--- src/rtl/link_rx_buffer_pkg.sv ---
// Shared constants for the mesh-link receive buffer and the upstream link pipeline.
// DATA_WIDTH/LINK_LAT here must match the values used by the link pipeline stages.
package link_rx_buffer_pkg;

  localparam int LINK_DATA_WIDTH = 8;
  localparam int LINK_LAT        = 2;
  localparam int LINK_RX_DEPTH   = 8;

  // Occupancy at which stop must be raised so that the stop register delay (1 cycle)
  // plus LINK_LAT in-flight flits still find free slots.
  function automatic int stop_level(input int depth, input int link_lat);
    return depth - link_lat - 1;
  endfunction

endpackage

--- src/rtl/link_rx_buffer_fifo.sv ---
// Synchronous FIFO core: storage array, read/write pointers and occupancy count.
// The caller guarantees push is only asserted when there is room (or a pop frees a slot).
module sync_fifo_core
  import link_rx_buffer_pkg::*;
#(
  parameter int DATA_WIDTH = LINK_DATA_WIDTH,
  parameter int DEPTH      = LINK_RX_DEPTH,
  localparam int AW        = $clog2(DEPTH),
  localparam int CW        = AW + 1
) (
  input  logic                  clk,
  input  logic                  rst,
  input  logic                  push_i,
  input  logic                  pop_i,
  input  logic [DATA_WIDTH-1:0] wr_data_i,
  output logic [DATA_WIDTH-1:0] rd_data_o,
  output logic [CW-1:0]         count_o,
  output logic [CW-1:0]         count_next_o,
  output logic                  full_o,
  output logic                  empty_o
);

  logic [DATA_WIDTH-1:0] mem_q [DEPTH];
  logic [AW-1:0]         wr_ptr_q, wr_ptr_d;
  logic [AW-1:0]         rd_ptr_q, rd_ptr_d;
  logic [CW-1:0]         count_q, count_d;

  always_comb begin
    wr_ptr_d = wr_ptr_q + AW'(push_i);
    rd_ptr_d = rd_ptr_q + AW'(pop_i);
    count_d  = count_q + CW'(push_i) - CW'(pop_i);
  end

  always_ff @(posedge clk) begin
    if (rst) begin
      wr_ptr_q <= '0;
      rd_ptr_q <= '0;
      count_q  <= '0;
    end else begin
      wr_ptr_q <= wr_ptr_d;
      rd_ptr_q <= rd_ptr_d;
      count_q  <= count_d;
    end
  end

  // Storage is never reset; validity is tracked solely by count_q.
  always_ff @(posedge clk) begin
    if (push_i && !rst) begin
      mem_q[wr_ptr_q] <= wr_data_i;
    end
  end

  assign empty_o      = (count_q == '0);
  assign full_o       = (count_q == CW'(DEPTH));
  assign count_o      = count_q;
  assign count_next_o = count_d;
  // Masking with empty keeps out_data at zero after reset even though the array is uninitialised.
  assign rd_data_o    = empty_o ? '0 : mem_q[rd_ptr_q];

endmodule

--- src/rtl/link_rx_buffer.sv ---
// Receive end of a mesh link: buffers incoming flits, presents them with valid/ready and
// raises a registered stop early enough that flits already in the link pipeline are never lost.
module link_rx_buffer
  import link_rx_buffer_pkg::*;
#(
  parameter int DATA_WIDTH = LINK_DATA_WIDTH,
  parameter int DEPTH      = LINK_RX_DEPTH,
  parameter int LINK_LAT   = link_rx_buffer_pkg::LINK_LAT,
  parameter int STOP_LVL   = stop_level(DEPTH, LINK_LAT)
) (
  input  logic                     clk,
  input  logic                     rst,
  input  logic                     link_valid,
  input  logic [DATA_WIDTH-1:0]    link_data,
  output logic                     link_stop,
  output logic                     out_valid,
  output logic [DATA_WIDTH-1:0]    out_data,
  input  logic                     out_ready,
  output logic [$clog2(DEPTH):0]   count,
  output logic                     overflow
);

  localparam int CW = $clog2(DEPTH) + 1;

  logic          push, pop;
  logic          fifo_full, fifo_empty;
  logic [CW-1:0] count_cur, count_next;
  logic          link_stop_q, link_stop_d;
  logic          overflow_q, overflow_d;

  assign pop  = !fifo_empty && out_ready;
  assign push = link_valid && (!fifo_full || pop);

  sync_fifo_core #(
    .DATA_WIDTH (DATA_WIDTH),
    .DEPTH      (DEPTH)
  ) u_fifo (
    .clk          (clk),
    .rst          (rst),
    .push_i       (push),
    .pop_i        (pop),
    .wr_data_i    (link_data),
    .rd_data_o    (out_data),
    .count_o      (count_cur),
    .count_next_o (count_next),
    .full_o       (fifo_full),
    .empty_o      (fifo_empty)
  );

  // A flit arriving while full with no pop is dropped; flag it until reset.
  always_comb begin
    link_stop_d = (count_next >= CW'(STOP_LVL));
    overflow_d  = overflow_q || (link_valid && fifo_full && !pop);
  end

  always_ff @(posedge clk) begin
    if (rst) begin
      link_stop_q <= 1'b0;
      overflow_q  <= 1'b0;
    end else begin
      link_stop_q <= link_stop_d;
      overflow_q  <= overflow_d;
    end
  end

  assign link_stop = link_stop_q;
  assign overflow  = overflow_q;
  assign out_valid = !fifo_empty;
  assign count     = count_cur;

endmodule
--- config.mk ---
export PLATFORM = sky130hd
export DESIGN_NAME = link_rx_buffer
export DESIGN_NICKNAME = d
export VERILOG_FILES = /design/src/rtl/link_rx_buffer_pkg.sv /design/src/rtl/link_rx_buffer_fifo.sv /design/src/rtl/link_rx_buffer.sv
export SDC_FILE = /design/constraint.sdc
export NUM_CORES = 1
export LEC_CHECK = 0
export ABC_AREA = 1
export BUFFER_PORTS_ARGS = -buffer_cell sky130_fd_sc_hd__buf_2
export CORE_MARGIN = 8
export CORE_UTILIZATION = 50
export CTS_BUF_LIST = sky130_fd_sc_hd__clkbuf_4 sky130_fd_sc_hd__clkbuf_8
export CTS_CLUSTER_DIAMETER = 150
export DETAILED_ROUTE_END_ITERATION = 8
export PLACE_DENSITY = 0.69
export SLEW_MARGIN = 20
export SYNTH_ARGS = -nofsm -noshare
export SYNTH_HDL_FRONTEND = slang
export SYNTH_HIERARCHICAL = 1
export SYNTH_SLANG_ARGS = --single-unit
--- constraint.sdc ---
create_clock -name clk -period 4.5 [get_ports clk]
set_input_delay 0.225 -clock clk [delete_from_list [all_inputs] [get_ports clk]]
set_output_delay 0.225 -clock clk [all_outputs]
set_load 0.02 [all_outputs]
==> impl_metrics.env, run 1 <==
export IMPL_track_usage_pct=16.0
export IMPL_powerDensity_nw_per_um2=554
export IMPL_cts_tree="built"
export IMPL_drc_errors=0
export IMPL_dp_cells=480
export IMPL_fmax_mhz=369
export IMPL_ir_worst_vdd_v=0.000339
export IMPL_gp_congestion=0.883
export IMPL_setup_slack_ps=1790
export IMPL_cts_root_buf="clkbuf_8"
export IMPL_core_area_um2=6790
export IMPL_setup_viol=0
export IMPL_layout_common_cells="nand2_1 (93), inv_1 (85), edfxtp_1 (64)"
export IMPL_end_kind="register"
export IMPL_hold_end="overflow"
export IMPL_period_needed_ps=2710
export IMPL_die_w_um=99.9
export IMPL_status="complete, no violations"
export IMPL_finalCritPeriodShare_pct=60.2
export IMPL_clk_latency_ps=350
export IMPL_vias_per_cell=4.79
export IMPL_h_tree_depth=3
export IMPL_clock_sinks=76
export IMPL_dieArea_um2=9990
export IMPL_ys_types=23
export IMPL_reg2reg_slack_ps=1790
export IMPL_fp_dieH_um=99.9
export IMPL_nets=418
export IMPL_n_antenna_cell=0
export IMPL_rr_endpoint="link_stop"
export IMPL_cap_violations=0
export IMPL_clkTransAtPathRegs_ps=80
export IMPL_reg2reg_from="u_fifo/count_o[2]"
export IMPL_portBuffers=26
export IMPL_worst_pin_slew_ps=702
export IMPL_rsz0062_at_grt="no"
export IMPL_syn_num_nets=393
export IMPL_fin_setup_tns_ps=0
export IMPL_arrival_ps=3000
export IMPL_multi_input_area_um2=915
export IMPL_grt_overflow=0
export IMPL_fp_row_count=30
export IMPL_fin_skew_ps=11.6
export IMPL_post_cts_buffers=0
export IMPL_cts_path_max_buffers=2
export IMPL_ios=27
export IMPL_cp_required_ps=4790
export IMPL_routedWlPerCell_um=15.0
export IMPL_nFillCells=609
export IMPL_drive_above_1_share_pct=12.5
export IMPL_cts_hold_buf=0
export IMPL_synth_seq_cells=76
export IMPL_cts_resized=0
export IMPL_hold_viol_final=0
export IMPL_final_common_cell="nand2_1"
export IMPL_crit_start="u_fifo/count_o[2]"
export IMPL_ys_warn_count=6
export IMPL_ant_nets=0
export IMPL_crit_path_max_fanout=9
export IMPL_start_util_pct=51.8
export IMPL_hold_ws_ps=185
export IMPL_hold_class="in -> reg"
export IMPL_min_from="rst"
export IMPL_hold_path_depth=2
export IMPL_grt_pass1_wl_um=11700
export IMPL_vias=2378
export IMPL_regArea_um2=2160
export IMPL_fin_cells=496
export IMPL_pre_cts_slack_ps=1810
export IMPL_area_delta_synth_final_pct=10.6
export IMPL_drtIter0Drc=147
export IMPL_antenna_found_initial=0
export IMPL_wl_um=7420
export IMPL_relSlewSlack_pct=53.0
export IMPL_synth_cells=370
export IMPL_finalCoreUtilization_pct=57.3
export IMPL_synthesis_area_um2=3520
export IMPL_worstSetupStartpointType="register"
export IMPL_dr_pass1_iters=4
export IMPL_grt_start_max_net_pins=35
export IMPL_crit_type="reg -> reg"
export IMPL_grt_pass1_vias=2350
export IMPL_reg2reg_depth=15
export IMPL_seq_area_frac_synth_pct=61.4
export IMPL_numCtsBuffers=9
export IMPL_leakage_nw=1.83
export IMPL_slew_violations=0
export IMPL_avgSynthCellArea_um2=9.52
export IMPL_hpwlAfterDp_um=5050
## cells in the mapped netlist
cell type	n	area, µm²
a21boi_1	1	7.51
a21oi_1	4	20.0
a21oi_2	1	8.76
buf_2	3	15.0
buf_4	3	22.5
buf_6	6	67.6
clkbuf_1	1	3.75
dfxtp_1	12	240
edfxtp_1	64	1920
fa_1	1	20.0
ha_1	10	125
inv_1	85	319
inv_2	3	11.3
inv_4	1	6.26
nand2_1	93	349
nand2_2	1	6.26
nand3_1	42	210
nand3b_1	1	7.51
nor2_1	33	124
nor3b_1	1	7.51
o21ai_0	1	5.00
or2_2	1	6.26
xnor2_1	2	17.5
## through the flow
step	power [mW]	area, µm²
floorplan	1.41	3520
detailed placement	1.60	3670
finish	2.16	3890
global placement	1.58	3670
global route	2.29	3890
CTS	2.17	3890
## metal layers
metal	vias up	GRT usage [%]	share of wire, %
li1	1191	-	-
met3	13	3.39	7.6
met2	84	26.1	48
met5	-	0	0
met4	0	9.90	2.4
met1	1090	18.8	42
## flip-flops by register name (all words and copies together) (netlist names)
register,cells
link_stop,1
overflow,1
u_fifo/count_o,4
u_fifo/mem_q,64
u_fifo/rd_ptr_q,3
u_fifo/wr_ptr_q,3
## area by class of cell
class	instances	share of cell area, %
well taps	96	3.08
inverters	89	8.64
multi-input cells	192	23.5
clock inverters	6	2.19
flip-flops and latches	76	55.5
clock buffers	10	3.53
repair buffers	27	3.53
## logic make-up (layout without fill, tap and decap cells)
family | count (synthesis) | in the layout | share of synthesized area (%)
AO/OA/AOI/OAI | 7 | 7 | 1.17
flip-flops | 76 | 76 | 61.4
buffers and inverters | 102 | 132 | 12.6
AND/OR/NAND/NOR | 172 | 172 | 20.2
adder cells (fa/ha/maj) | 11 | 11 | 4.12
XOR/XNOR | 2 | 2 | 0.497
## where the power goes
| group | leakage (nW) | internal (mW) | total [mW] | switching [mW] |
|---|---|---|---|---|
| combinational | 1.03 | 0.231 | 0.741 | 0.510 |
| clock | 0.117 | 0.328 | 0.577 | 0.249 |
| sequential | 0.677 | 0.808 | 0.839 | 0.0303 |
| total | 1.83 | 1.37 | 2.16 | 0.790 |
## critical path, stage by stage (launching register included)
cell     delay (ps)
dfxtp_1         320
inv_1           110
ha_1            180
nand3_1         280
inv_1           150
inv_2            50
nand2_2          60
inv_1            60
ha_1            270
inv_1            40
ha_1            200
fa_1            380
or2_2           320
nand2_1          60
o21ai_0          70
a21oi_1         120
## worst max-delay path by stage
stage	endpoint	slack, ps	depth (start not counted)
after floorplan	link_stop	1950	15
after global placement	link_stop	1910	15
after detailed placement	link_stop	1810	15
after CTS	link_stop	1800	15
after global routing	u_fifo/mem_q[0][0]	1610	11
final	link_stop	1790	15
No activity file was read; power rests on OpenSTA's default activity.
==> inputs of run 2 (changes only) <==
clock period = 2.6 ns   (was 4.5 ns; I/O delays follow)
==> impl_metrics.env, run 2 (synthesis results as in run 1) <==
export IMPL_ios=27
export IMPL_fp_dieH_um=99.9
export IMPL_h_tree_depth=3
export IMPL_start_util_pct=51.8
export IMPL_vias_per_cell=4.55
export IMPL_track_usage_pct=14.6
export IMPL_clk_latency_ps=340
export IMPL_gp_congestion=0.821
export IMPL_hold_class="in -> reg"
export IMPL_wl_um=6770
export IMPL_cts_path_max_buffers=2
export IMPL_period_needed_ps=2390
export IMPL_routedWlPerCell_um=13.3
export IMPL_path_cells="inv_1 -> ha_1 -> nand3_1 -> inv_1 -> inv_2 -> nand2_2 -> inv_1 -> ha_1 -> inv_1 -> ha_1 -> fa_1 -> or2_2 -> nand2_1 -> o21ai_0 -> a21oi_1"
export IMPL_path_buf_inv=5
export IMPL_drtIter0Drc=116
export IMPL_ant_nets=0
export IMPL_crit_type="reg -> reg"
export IMPL_fin_area_um2=4000
export IMPL_grt_start_max_net_pins=34
export IMPL_slowest_delay_ps=380
export IMPL_place_area_um2=3780
export IMPL_cts_resized=0
export IMPL_fin_skew_ps=7.36
export IMPL_finalCoreUtilization_pct=58.9
export IMPL_setup_slack_ps=211
export IMPL_cts_tree="built"
export IMPL_slew_violations=0
export IMPL_n_antenna_cell=0
export IMPL_dieArea_um2=9990
export IMPL_arrival_ps=2670
export IMPL_power_total_mw=3.70
export IMPL_leakage_nw=1.90
export IMPL_setup_viol=0
export IMPL_portBuffers=26
export IMPL_busiest_layer="met2"
export IMPL_antenna_found_initial=1
export IMPL_hold_viol_final=0
export IMPL_fp_row_count=30
export IMPL_hpwlAfterDp_um=4560
export IMPL_top_register="u_fifo/mem_q"
export IMPL_grt_use_met1_pct=17.6
export IMPL_grt_overflow=0
export IMPL_drive_above_1_share_pct=15.7
export IMPL_layout_common_cells="nand2_1 (93), inv_1 (85), edfxtp_1 (64)"
export IMPL_clock_sinks=76
export IMPL_grt_pass1_wl_um=11000
export IMPL_pre_cts_slack_ps=217
export IMPL_finalCritPeriodShare_pct=91.9
export IMPL_post_cts_buffers=0
export IMPL_cp_required_ps=2880
export IMPL_crit_top_cell="inv_1"
export IMPL_rsz0062_at_grt="no"
export IMPL_core_area_um2=6790
export IMPL_largest_register_ffs=64
export IMPL_drc_errors=0
export IMPL_critPathSlowestCell="fa_1"
export IMPL_nFillCells=573
export IMPL_numCtsBuffers=9
export IMPL_cts_hold_buf=0
export IMPL_worstSetupStartpointType="register"
export IMPL_grt_pass1_vias=2240
export IMPL_use_met3_pct=3.53
export IMPL_vias=2326
export IMPL_nets=433
export IMPL_ir_worst_vdd_v=0.000631
export IMPL_crit_family="adder cells"
export IMPL_relSlewSlack_pct=50.7
export IMPL_fmax_mhz=419
export IMPL_worst_pin_slew_ps=738
export IMPL_area_delta_synth_final_pct=13.6
export IMPL_end_kind="register"
export IMPL_die_w_um=99.9
export IMPL_powerDensity_nw_per_um2=923
export IMPL_crit_path_max_fanout=3
export IMPL_fin_setup_tns_ps=0
export IMPL_cap_violations=0
export IMPL_clkTransAtPathRegs_ps=80
export IMPL_dr_pass1_iters=4
export IMPL_final_common_cell="nand2_1"
export IMPL_use_met2_pct=23.3
export IMPL_cts_root_buf="clkbuf_8"
export IMPL_status="complete, no violations"
run 2: cell type report:
class	count	area [µm²]	share of cell area, %
sequential	76	2160	54.0
multi-input combinational	192	915	22.9
inverter	89	337	8.41
timing repair buffer	42	250	6.25
clock buffer	10	131	3.28
tap	96	120	3.00
clock inverter	6	87.6	2.19
run 2: through the flow:
stage	hold WS, ps	std cells
3_3_place_gp	400	495
5_1_grt	44.6	511
3_5_place_dp	405	495
4_1_cts	36.6	511
2_1_floorplan	192	370
6_report	50.7	511
run 2: path summary, 6_finish.rpt:
check,from,cells past startpoint,endpoint,slack (ps)
worst max-delay path,u_fifo/count_o[2],15,link_stop,210
worst min register to register,overflow,2,overflow,470
worst max register to register,u_fifo/count_o[2],15,link_stop,210
worst min-delay path,link_data[2],1,u_fifo/mem_q[2][2],50
run 2: where the power goes:
part / internal (mW) / total (mW) / switching [mW] / leakage, nW
combinational: 0.429 / 1.27 / 0.837 / 1.11
clock: 0.553 / 0.980 / 0.427 / 0.114
sequential: 1.40 / 1.45 / 0.0507 / 0.677
run 2: per-layer routing:
layer / vias up / wire (µm)
met5: - / 10
met4: 2 / 129
met3: 12 / 373
met2: 47 / 3280
met1: 1043 / 2980
li1: 1222 / -
run 2: worst register-to-register path, delay by kind of cell, from the launching register on:
| family | cells | cell delay (ps) |
|---|---|---|
| buf+inv | 5 | 320 |
| compound gates | 2 | 180 |
| simple gates | 4 | 530 |
| flops | 1 | 310 |
| fa+ha+maj | 4 | 990 |
==> inputs of run 3 (changes only) <==
PLACE_DENSITY = 0.72   (was 0.69)
SYNTH_HIERARCHICAL = unset   (was 1)
clock period = 2 ns   (was 2.6 ns; I/O delays follow)
==> impl_metrics.env, run 3 <==
export IMPL_status="complete, no violations"
export IMPL_synth_compound_area_share_pct=0.993
export IMPL_fmax_mhz=523
export IMPL_final_common_cell="nand2_1"
export IMPL_pwr_share_seq_pct=39.7
export IMPL_portBuffers=26
export IMPL_reg2reg_slack_ps=90
export IMPL_cts_root_buf="clkbuf_8"
export IMPL_largest_register_ffs=64
export IMPL_power_total_mw=4.81
export IMPL_synth_xor_area_share_pct=0.497
export IMPL_finalCritPeriodShare_pct=95.7
export IMPL_synth_common_cells="nand2_1 (86), inv_1 (82), edfxtp_1 (64), nand3_1 (52), nor2_1 (34)"
export IMPL_leakage_nw=1.91
export IMPL_synthAdderAreaFrac_pct=3.41
export IMPL_avgSynthCellArea_um2=9.58
export IMPL_fin_area_um2=4120
export IMPL_arrival_ps=2150
export IMPL_powerDensity_nw_per_um2=1170
export IMPL_nets=436
export IMPL_reg2reg_from="u_fifo.count_o[2]"
export IMPL_gp_congestion=0.770
export IMPL_ant_nets=0
export IMPL_crit_start="u_fifo.count_o[2]"
export IMPL_ys_warn_count=0
export IMPL_dr_pass1_iters=4
export IMPL_grt_overflow=0
export IMPL_synthesis_area_um2=3530
export IMPL_grt_pass1_vias=2341
export IMPL_drc_errors=0
export IMPL_hpwlAfterDp_um=4770
export IMPL_clkTransAtPathRegs_ps=80
export IMPL_netlist_top_cell_by_area="edfxtp_1"
export IMPL_nFillCells=587
export IMPL_clk_latency_ps=350
export IMPL_h_tree_depth=3
export IMPL_seq_area_frac_synth_pct=61.3
export IMPL_switching_share_pct=35.0
export IMPL_top_register="u_fifo.mem_q"
export IMPL_place_area_um2=3860
export IMPL_ios=27
export IMPL_grt_pass1_wl_um=11500
export IMPL_cts_path_max_buffers=2
export IMPL_yosys_top_cells_area="edfxtp_1 (54%), nand2_1 (9.2%), inv_1 (8.7%)"
export IMPL_n_antenna_cell=0
export IMPL_reg2reg_depth=10
export IMPL_rr_endpoint="link_stop"
export IMPL_p_switching_mw=1.68
export IMPL_drtIter0Drc=86
export IMPL_end_kind="register"
export IMPL_slew_violations=0
export IMPL_core_area_um2=6790
export IMPL_syn_num_nets=389
export IMPL_cts_hold_buf=0
export IMPL_numCtsBuffers=9
export IMPL_p_int_mw=3.13
export IMPL_dieArea_um2=10000
export IMPL_async_flop_share_pct=0
export IMPL_ys_types=22
export IMPL_area_delta_synth_final_pct=16.8
export IMPL_relSlewSlack_pct=55.9
export IMPL_die_w_um=100
export IMPL_synth_cells=368
export IMPL_grt_start_max_net_pins=35
export IMPL_fp_row_count=30
export IMPL_setup_viol=0
export IMPL_vias_per_cell=4.78
export IMPL_muxShareOfSynthArea_pct=0
export IMPL_crit_path_max_fanout=3
export IMPL_cts_tree="built"
export IMPL_antenna_found_initial=0
export IMPL_period_needed_ps=1910
export IMPL_crit_end="link_stop"
export IMPL_layout_common_cells="nand2_1 (85), inv_1 (76), edfxtp_1 (64)"
export IMPL_wl_um=7280
export IMPL_hold_path_depth=1
export IMPL_worst_pin_slew_ps=660
export IMPL_cp_required_ps=2240
export IMPL_vias=2464
export IMPL_ys_flop_type="edfxtp_1"
export IMPL_worstSetupStartpointType="register"
export IMPL_hold_class="in -> reg"
export IMPL_cap_violations=0
export IMPL_ir_worst_vdd_v=0.000630
export IMPL_fin_skew_ps=10.9
export IMPL_synth_most_common_cell="nand2_1"
export IMPL_crit_type="reg -> reg"
export IMPL_synth_top_area_share_pct=54.5
export IMPL_clkPwrFrac_pct=26.1
export IMPL_drive_above_1_share_pct=20.8
export IMPL_track_usage_pct=15.1
export IMPL_fp_dieH_um=100
export IMPL_p_comb_share_pct=34.2
export IMPL_synth_top_family_by_area="simple AND/OR/NAND/NOR gates"
export IMPL_synth_simple_area_share_pct=21.9
export IMPL_clock_sinks=76
export IMPL_synth_seq_cells=76
export IMPL_hold_viol_final=0
export IMPL_routedWlPerCell_um=14.1
export IMPL_start_util_pct=51.9
export IMPL_synth_edf_count=64
==> run 3: changes by cell type after synthesis, moves of 3 or more <==
| cell | delta |
|---|---|
| nand2_1 | -7 |
| buf_2 | +3 |
| inv_1 | -3 |
| inv_2 | -3 |
| nand3_1 | +10 |
==> run 3: cells by family after synthesis <==
group / count (synthesis)
xor+xnor: 2
buf+inv: 97
compound gates: 6
flops: 76
fa+ha+maj: 9
simple gates: 178
==> run 3: power groups by stage <==
stage | Sequential, mW | Combinational, mW | Clock (mW)
final | 1.91 | 1.64 | 1.26
after global routing | 1.93 | 1.85 | 1.34
after CTS | 1.90 | 1.57 | 1.27
after detailed placement | 1.94 | 1.56 | 0
after global placement | 1.93 | 1.53 | 0
after floorplan | 1.98 | 1.07 | 0
==> run 3: layout make-up <==
cell class / instances / area (µm²) / share of cell area [%]
multi-input combinational: 195 / 991 / 24.1
timing repair buffer: 49 / 303 / 7.35
inverter: 84 / 324 / 7.87
sequential: 76 / 2170 / 52.7
tap: 96 / 120 / 2.92
clock inverter: 5 / 77.6 / 1.88
clock buffer: 10 / 131 / 3.19
==> run 3: per-layer routing <==
layer | GRT usage, % | part of all wire [%] | vias to the layer above
met5 | 0 | 0 | -
met1 | 19.0 | 45 | 1137
li1 | - | - | 1242
met3 | 4.50 | 6.6 | 12
met2 | 23.0 | 46 | 73
met4 | 7.91 | 2.1 | 0
==> run 3: worst min path at each step <==
stage,to,slack [ps],from
after detailed placement,u_fifo.mem_q[0][7],380,link_data[7]
after CTS,u_fifo.mem_q[0][7],5,link_data[7]
after global placement,u_fifo.mem_q[1][7],370,link_data[7]
final,u_fifo.mem_q[0][7],30,link_data[7]
after floorplan,u_fifo.mem_q[0][0],200,link_data[0]
after global routing,u_fifo.mem_q[0][7],20,link_data[7]
==> run 3: what timing repair did <==
action,in CTS,in global routing
buffers inserted,0,3
endpoints found under the setup margin,0,1
gates resized for setup,0,9
==> run 3: metrics by stage <==
stage	util (%)	cells	worst slack [ps]	hold slack, ps	TNS (ps)
after CTS	59.9	512	30.0	5.36	0
after global routing	60.6	515	-46.0	17.3	-46.0
after global placement	56.9	497	98.6	369	0
final	60.6	515	86.5	27.9	0
after floorplan	-	368	17.0	199	0
after detailed placement	56.9	497	62.1	376	0
==> run 3: worst max-delay path, cell delays in order (launching register included) <==
cell,delay (ps)
dfxtp_4,360
inv_4,40
ha_1,180
nor3b_2,170
a21boi_2,170
ha_2,230
fa_2,450
inv_2,70
nand2_1,50
nand2_1,60
nand2_1,40
